==> config.mk <==
export PLATFORM = sky130hd
export DESIGN_NAME = aud_play_ctrl
export DESIGN_NICKNAME = d
export VERILOG_FILES = /design/src/rtl/aud_play_ctrl.sv
export SDC_FILE = /design/constraint.sdc
export NUM_CORES = 1
export LEC_CHECK = 0
export CORE_MARGIN = 5
export CORE_UTILIZATION = 40
export CTS_CLUSTER_DIAMETER = 60
export DETAILED_ROUTE_END_ITERATION = 8
export GPL_ROUTABILITY_DRIVEN = 1
export PLACE_DENSITY = 0.59
export SLEW_MARGIN = 25
export SYNTH_ARGS = -nofsm -noshare
export SYNTH_HDL_FRONTEND = slang
export SYNTH_SLANG_ARGS = --single-unit
==> constraint.sdc <==
create_clock -name i_bclk -period 7 [get_ports i_bclk]
set_input_delay 1.05 -clock i_bclk [delete_from_list [all_inputs] [get_ports i_bclk]]
set_output_delay 1.05 -clock i_bclk [all_outputs]
set_load 0.05 [all_outputs]
==> src/rtl/aud_play_ctrl.sv <==
// aud_play_ctrl: playback sequencer between a sample source and the DAC player.
// Samples are buffered in a small FIFO. Player data and enable change only in the
// cycle after a DAC LR clock rising edge, so the left (low) half always sees a stable
// sample.
// Optional feature macro: AUD_UNDERRUN_CNT_EN adds o_underrun_cnt / o_underrun.
module aud_play_ctrl #(
   parameter int DATA_W  = 16,
   parameter int CNT_W   = 20,
   parameter int FIFO_AW = 1
) (
   input  logic              i_bclk,
   input  logic              i_rst_n,
   input  logic              i_daclrck,
   input  logic              i_start,
   input  logic              i_pause,
   input  logic              i_stop,
   input  logic [CNT_W-1:0]  i_len,
   input  logic              i_smp_valid,
   input  logic [DATA_W-1:0] i_smp_data,
   output logic              o_smp_ready,
   output logic [DATA_W-1:0] o_dac_data,
   output logic              o_en,
   output logic              o_busy,
   output logic              o_done,
   output logic [CNT_W-1:0]  o_smp_cnt
`ifdef AUD_UNDERRUN_CNT_EN
   ,
   output logic [15:0]       o_underrun_cnt,
   output logic              o_underrun
`endif
);

   localparam int                 DEPTH    = 2**FIFO_AW;
   localparam logic [FIFO_AW:0]   LVL_FULL = (FIFO_AW+1)'(DEPTH);
   localparam logic [FIFO_AW:0]   LVL_ONE  = (FIFO_AW+1)'(1);
   localparam logic [FIFO_AW-1:0] PTR_ONE  = FIFO_AW'(1);
   localparam logic [CNT_W-1:0]   CNT_ONE  = CNT_W'(1);

   typedef enum logic [1:0] {S_IDLE, S_FILL, S_PLAY, S_PAUSE} state_t;

   state_t              r_state, w_state_nxt;
   logic                r_lrck_d;
   logic [DATA_W-1:0]   r_mem [DEPTH];
   logic [FIFO_AW-1:0]  r_wr_ptr, r_rd_ptr;
   logic [FIFO_AW:0]    r_level;
   logic [CNT_W-1:0]    r_len, r_req_cnt;
   logic                r_cur_valid, r_pause_pend, r_resume;

   logic                w_rise, w_empty, w_full, w_push, w_pop, w_flush, w_start_ok, w_underrun;
   logic                w_en_nxt, w_done_nxt, w_cv_nxt, w_pp_nxt, w_res_nxt;
   logic [DATA_W-1:0]   w_data_nxt, w_head;
   logic [CNT_W-1:0]    w_cnt_nxt, w_cnt_inc;
   logic [FIFO_AW:0]    w_lvl_nxt;

   assign w_rise      = ~r_lrck_d & i_daclrck;
   assign w_empty     = (r_level == '0);
   assign w_full      = (r_level == LVL_FULL);
   assign w_head      = r_mem[r_rd_ptr];
   assign o_busy      = (r_state != S_IDLE);
   assign o_smp_ready = ~w_full & (r_state != S_IDLE) & (r_req_cnt < r_len);
   assign w_push      = i_smp_valid & o_smp_ready;
   // The frame that just ended counts only if it carried a real sample.
   assign w_cnt_inc   = o_smp_cnt + (r_cur_valid ? CNT_ONE : '0);
   assign w_lvl_nxt   = r_level + (w_push ? LVL_ONE : '0) - (w_pop ? LVL_ONE : '0);

   // Next-state and next-output decisions; stop overrides every other command.
   always_comb begin
      w_state_nxt = r_state;
      w_pop       = 1'b0;
      w_flush     = 1'b0;
      w_en_nxt    = o_en;
      w_data_nxt  = o_dac_data;
      w_cnt_nxt   = o_smp_cnt;
      w_done_nxt  = 1'b0;
      w_cv_nxt    = r_cur_valid;
      w_pp_nxt    = r_pause_pend;
      w_res_nxt   = r_resume;
      w_start_ok  = 1'b0;
      w_underrun  = 1'b0;
      if (i_stop) begin
         w_state_nxt = S_IDLE;
         w_flush     = 1'b1;
         w_en_nxt    = 1'b0;
         w_data_nxt  = '0;
         w_cv_nxt    = 1'b0;
         w_pp_nxt    = 1'b0;
         w_res_nxt   = 1'b0;
      end else begin
         case (r_state)
            S_IDLE: begin
               if (i_start && (i_len != '0)) begin
                  w_start_ok  = 1'b1;
                  w_cnt_nxt   = '0;
                  w_cv_nxt    = 1'b0;
                  w_state_nxt = S_FILL;
               end
            end
            S_FILL: begin
               if (w_rise && !w_empty) begin
                  w_pop       = 1'b1;
                  w_data_nxt  = w_head;
                  w_en_nxt    = 1'b1;
                  w_cv_nxt    = 1'b1;
                  w_state_nxt = S_PLAY;
               end
            end
            S_PLAY: begin
               if (i_pause) w_pp_nxt = 1'b1;
               if (w_rise) begin
                  w_cnt_nxt = w_cnt_inc;
                  if (w_cnt_inc == r_len) begin
                     w_en_nxt    = 1'b0;
                     w_data_nxt  = '0;
                     w_done_nxt  = 1'b1;
                     w_cv_nxt    = 1'b0;
                     w_pp_nxt    = 1'b0;
                     w_state_nxt = S_IDLE;
                  end else if (r_pause_pend || i_pause) begin
                     // Prefetch the next sample so resume needs no extra frame.
                     w_en_nxt    = 1'b0;
                     w_pp_nxt    = 1'b0;
                     w_state_nxt = S_PAUSE;
                     w_pop       = ~w_empty;
                     w_data_nxt  = w_empty ? '0 : w_head;
                     w_cv_nxt    = ~w_empty;
                  end else if (!w_empty) begin
                     w_pop      = 1'b1;
                     w_data_nxt = w_head;
                     w_cv_nxt   = 1'b1;
                  end else begin
                     // Underrun: keep the player enabled but feed silence.
                     w_data_nxt = '0;
                     w_cv_nxt   = 1'b0;
                     w_underrun = 1'b1;
                  end
               end
            end
            S_PAUSE: begin
               if (i_start) w_res_nxt = 1'b1;
               if (w_rise && (r_resume || i_start)) begin
                  w_en_nxt    = 1'b1;
                  w_res_nxt   = 1'b0;
                  w_state_nxt = S_PLAY;
                  // The pause prefetch may have found the FIFO empty; retry now.
                  if (!r_cur_valid && !w_empty) begin
                     w_pop      = 1'b1;
                     w_data_nxt = w_head;
                     w_cv_nxt   = 1'b1;
                  end
               end
            end
            default: w_state_nxt = S_IDLE;
         endcase
      end
   end

   // State, player outputs and control flags.
   always_ff @(posedge i_bclk or negedge i_rst_n) begin
      if (!i_rst_n) begin
         r_state      <= S_IDLE;
         r_lrck_d     <= 1'b0;
         o_en         <= 1'b0;
         o_dac_data   <= '0;
         o_done       <= 1'b0;
         o_smp_cnt    <= '0;
         r_cur_valid  <= 1'b0;
         r_pause_pend <= 1'b0;
         r_resume     <= 1'b0;
         r_len        <= '0;
         r_req_cnt    <= '0;
      end else begin
         r_state      <= w_state_nxt;
         r_lrck_d     <= i_daclrck;
         o_en         <= w_en_nxt;
         o_dac_data   <= w_data_nxt;
         o_done       <= w_done_nxt;
         o_smp_cnt    <= w_cnt_nxt;
         r_cur_valid  <= w_cv_nxt;
         r_pause_pend <= w_pp_nxt;
         r_resume     <= w_res_nxt;
         if (w_start_ok) begin
            r_len     <= i_len;
            r_req_cnt <= '0;
         end else if (w_push && !w_flush) begin
            r_req_cnt <= r_req_cnt + CNT_ONE;
         end
      end
   end

   // FIFO pointers and fill level; a flush on stop wins over any push/pop.
   always_ff @(posedge i_bclk or negedge i_rst_n) begin
      if (!i_rst_n) begin
         r_wr_ptr <= '0;
         r_rd_ptr <= '0;
         r_level  <= '0;
      end else if (w_flush) begin
         r_wr_ptr <= '0;
         r_rd_ptr <= '0;
         r_level  <= '0;
      end else begin
         if (w_push) r_wr_ptr <= r_wr_ptr + PTR_ONE;
         if (w_pop)  r_rd_ptr <= r_rd_ptr + PTR_ONE;
         r_level <= w_lvl_nxt;
      end
   end

   // FIFO storage; contents are don't-care while the level is zero.
   always_ff @(posedge i_bclk) begin
      if (w_push) r_mem[r_wr_ptr] <= i_smp_data;
   end

`ifdef AUD_UNDERRUN_CNT_EN
   // Underrun statistics, cleared by each accepted start.
   always_ff @(posedge i_bclk or negedge i_rst_n) begin
      if (!i_rst_n) begin
         o_underrun_cnt <= '0;
         o_underrun     <= 1'b0;
      end else if (w_start_ok) begin
         o_underrun_cnt <= '0;
         o_underrun     <= 1'b0;
      end else if (w_underrun) begin
         if (o_underrun_cnt != 16'hFFFF) o_underrun_cnt <= o_underrun_cnt + 16'd1;
         o_underrun <= 1'b1;
      end
   end
`else
   logic w_unused_underrun;
   assign w_unused_underrun = w_underrun;
`endif

endmodule
==> run_results.csv <==
group,metric,value,unit
outcome,status,"finished, final reports clean",
synth,synthesis.yosys.warnings,0,
worst_setup_path,timing.reg2reg.worst_path_depth,15,
synth,synth_fp_nets,734,
floorplanning,chipHeight,138,µm
worst_setup_path,worst-setup-path-type,"flip-flop to primary output",
timing,worst_pin_slew,0.965,ns
pwr,vdd_drop_max,0.202,mV
finish,fill_cells,1468,
routing,routed-wl-met3,702,µm
routing,met2_length,7.70,mm
worst_setup_path,kind_of_end_point_of_the_critical_path,"primary output",
floorplanning,die_span_x,138,µm
worst_setup_path,crit-reg2reg-launch,"r_cur_valid$_DFFE_PN0P_",
routing,met1Wirelength,7.39,mm
timing,layout_worst_path_cycle_share,63.6,%
clock_network,insertion_delay,0.42,ns
worst_setup_path,cp_max_fo,14,
synth,yosysUniqueCellTypes,59,
worst_setup_path,rr_endpoint,"r_level[1]$_DFF_PN0_",
routing,num_vias,5212,
worst_setup_path,startpoint_type,"flip-flop",
grt,grt_start_max_net_pins,67,
grt,initial_antenna_violation_count,0,
synth,postSynthAreaPerCell,9.85,µm²
synth,ys_ff_latch,120,
synth,postSynth.asyncResetShare,73.3,%
clock_network,clk_pin_slew,0.06,ns
worst_setup_path,r2r_slack,2.85,ns
worst_hold_path,worst_hold_path.num_cells,2,
placed_design,gp_congestion,0.898,
floorplanning,initial_core_util,40.9,%
placed_design,dpl.hpwl,11.8,mm
clock_network,clock_root_buffer,"sky130_fd_sc_hd__clkbuf_16",
timing,clock-skew-final,0.0109,ns
routing,final_antenna_net_count,0,
pwr,static-leakage-power,0.00331,µW
synth,synth-edff-count,32,
timing,final.min_clock_period,4.45,ns
routing,wl,16.2,mm
grt,gr-total-overflow,0,
clock_network,tritoncts,"done",
clock_network,postCtsResizedCells,0,
synth,syn-cell-area,6520,µm²
finish,diodes,0,
clock_network,clkSinkCount,120,
finish,most_common_library_cell_in_the_layout_ignoring_fill_and_taps,"sky130_fd_sc_hd__dfrtp_1",
clock_network,clockBufferDepth,2,
timing,achievable-frequency,225,MHz
finish,final_nets,806,
run,drv_cap,0,
floorplanning,io_pins,83,
finish,area.growth.synth_to_final,24.1,%
worst_hold_path,hold_path_startpoint,"o_dac_data[10]$_DFFE_PN0P_",
floorplanning,placeableCoreArea,15900,µm²
grt,first_global_vias,5241,
worst_hold_path,worst_hold_path_type,"flip-flop to flip-flop",
clock_network,cts_setup_buffers,0,
timing,rsz0062_at_grt,"false",
timing,relSlewSlack,35.7,%
synth,synth_ff_type,"sky130_fd_sc_hd__dfrtp_1",
routing,first_iter_violations,412,
routing,viasPerCell,5.41,
routing,highest-signal-layer,"met4",
grt,global_routing_usage_summed_across_all_routing_layers,18.0,%
floorplanning,fp-row-count,46,
clock_network,holdBufCountCts,0,
synth,seq_total_area_yosys,48.5,%
worst_setup_path,cp_data_arrival_time,3.40,ns
finish,mostFrequentLayoutCells,"sky130_fd_sc_hd__dfrtp_1, sky130_fd_sc_hd__clkdlybuf4s50_1, sky130_fd_sc_hd__nand2_1",
routing,avgRoutedWirePerCell,16.8,µm
timing,finalHoldViolCount,0,
pwr,power.density,324,nW/µm²
clock_network,cts_htree_levels,4,
clock_network,total_cts_buffers,17,
pwr,report.power.total,2630,µW
timing,timing_max_transition_violations_final,0,
timing,tns,0,ns
floorplanning,die_area,19000,µm²
worst_hold_path,hold_end,"o_dac_data[10]$_DFFE_PN0P_",
worst_setup_path,required,5.95,ns
placed_design,buffer_ports.inserted,82,
routing,drt_pass1_iterations,5,
timing,setup_viol,0,
synth,postSynthCellCount,662,
grt,grt_first_pass_wirelength,26.7,mm
routing,drc,0,
finish,post_route_cells_drive_above_1_share,6.83,%
synthesized netlist by cell type (7+ instances only):
master                     number  area share [%]
sky130_fd_sc_hd__clkbuf_1      20             1.2
sky130_fd_sc_hd__and3_1         8            0.77
sky130_fd_sc_hd__nand3_1       18             1.4
sky130_fd_sc_hd__o31ai_1        8            0.92
sky130_fd_sc_hd__nor3_1        12            0.92
sky130_fd_sc_hd__mux2i_1       21             3.2
sky130_fd_sc_hd__nor2_1        35             2.0
sky130_fd_sc_hd__and4_1         8             1.1
sky130_fd_sc_hd__edfxtp_1      32              15
sky130_fd_sc_hd__nor4_1         9            0.86
sky130_fd_sc_hd__xnor2_1       16             2.1
sky130_fd_sc_hd__inv_1         34             2.0
sky130_fd_sc_hd__or3_1         10            0.96
sky130_fd_sc_hd__nand2_1       73             4.2
sky130_fd_sc_hd__o21ai_0       66             5.1
sky130_fd_sc_hd__o211ai_1       8            0.92
sky130_fd_sc_hd__dfrtp_1       88              34
sky130_fd_sc_hd__a21o_1        11             1.3
sky130_fd_sc_hd__nand4_1       11             1.1
sky130_fd_sc_hd__buf_2          8            0.61
sky130_fd_sc_hd__ha_1          29             5.6
sky130_fd_sc_hd__o21ai_1       11            0.84
sky130_fd_sc_hd__buf_4          7            0.81
sky130_fd_sc_hd__xor2_1        23             3.1
sky130_fd_sc_hd__a21oi_1       29             2.2
worst max-delay path by stage:
stage	slack, ns	to	cells after the start	start
floorplan	3.06	r_level[1]$_DFF_PN0_	17	o_smp_cnt[0]$_DFFE_PN0P_
global placement	2.97	r_level[1]$_DFF_PN0_	15	r_cur_valid$_DFFE_PN0P_
finish	2.55	o_smp_ready	11	r_len[5]$_DFFE_PN0P_
detailed placement	2.89	r_level[1]$_DFF_PN0_	15	r_cur_valid$_DFFE_PN0P_
global route	2.33	o_smp_ready	11	r_len[5]$_DFFE_PN0P_
CTS	2.51	o_smp_ready	11	r_len[5]$_DFFE_PN0P_
sequential cells by signal, indices dropped and copies added (netlist names), 2 cells and up:
register / count
r_len: 20
o_dac_data: 16
r_state: 2
r_mem: 32
r_level: 2
o_smp_cnt: 20
r_req_cnt: 20
layer usage:
layer | vias up | track usage, %
met1 | 2489 | 23.7
met2 | 149 | 28.6
met3 | 32 | 3.94
met5 | - | 0
met4 | 0 | 7.74
li1 | 2542 | -
logic make-up after synthesis:
| family | count (synthesis) | share of synthesized area [%] |
|---|---|---|
| and+or+nand+nor | 212 | 16.3 |
| DFF | 120 | 48.5 |
| muxes | 22 | 3.40 |
| AOI/OAI and AO/OA | 169 | 16.4 |
| xor gates and xnor gates | 39 | 5.24 |
| buffers and inverters | 71 | 4.64 |
| adders and majority gates | 29 | 5.56 |
power by group:
group          leakage, µW  internal [µW]  switching (µW)  total [µW]
combinational      0.00154            294             509         803
clock             0.000297            512             369         881
sequential         0.00147            849            92.1         941
per-stage QoR:
| stage | hold WS, ns | utilization (%) | std cells | area, µm² | worst slack [ns] |
|---|---|---|---|---|---|
| 3_5_place_dp | 0.470 | 47.0 | 931 | 7500 | 2.89 |
| 5_1_grt | 0.500 | 50.8 | 963 | 8090 | 2.33 |
| 6_report | 0.474 | 50.8 | 963 | 8090 | 2.55 |
| 4_1_cts | 0.483 | 50.8 | 963 | 8090 | 2.51 |
| 2_1_floorplan | 0.471 | - | 662 | 6520 | 3.06 |
| 3_3_place_gp | 0.465 | 47.0 | 931 | 7500 | 2.97 |
cell type report:
type / count / area, µm² / area share, %
clock buffers: 17 / 425 / 5.26
clock inverters: 15 / 170 / 2.10
inverters: 35 / 131 / 1.62
multi-input cells: 471 / 3060 / 37.8
flip-flops and latches: 120 / 3160 / 39.1
well taps: 216 / 270 / 3.34
repair buffers: 89 / 871 / 10.8
worst max-delay path, stage by stage (launching register included):
cell and delay, ns:
sky130_fd_sc_hd__dfrtp_1 0.40, sky130_fd_sc_hd__inv_1 0.10, sky130_fd_sc_hd__ha_1 0.32, sky130_fd_sc_hd__a21o_1 0.16
sky130_fd_sc_hd__a21o_1 0.16, sky130_fd_sc_hd__a21oi_1 0.13, sky130_fd_sc_hd__o21ai_0 0.10, sky130_fd_sc_hd__a221oi_1 0.28
sky130_fd_sc_hd__buf_4 0.24, sky130_fd_sc_hd__or2_2 0.14, sky130_fd_sc_hd__and2_1 0.14, sky130_fd_sc_hd__clkdlybuf4s50_1 0.81
No activity file was read; power rests on OpenSTA's default activity.
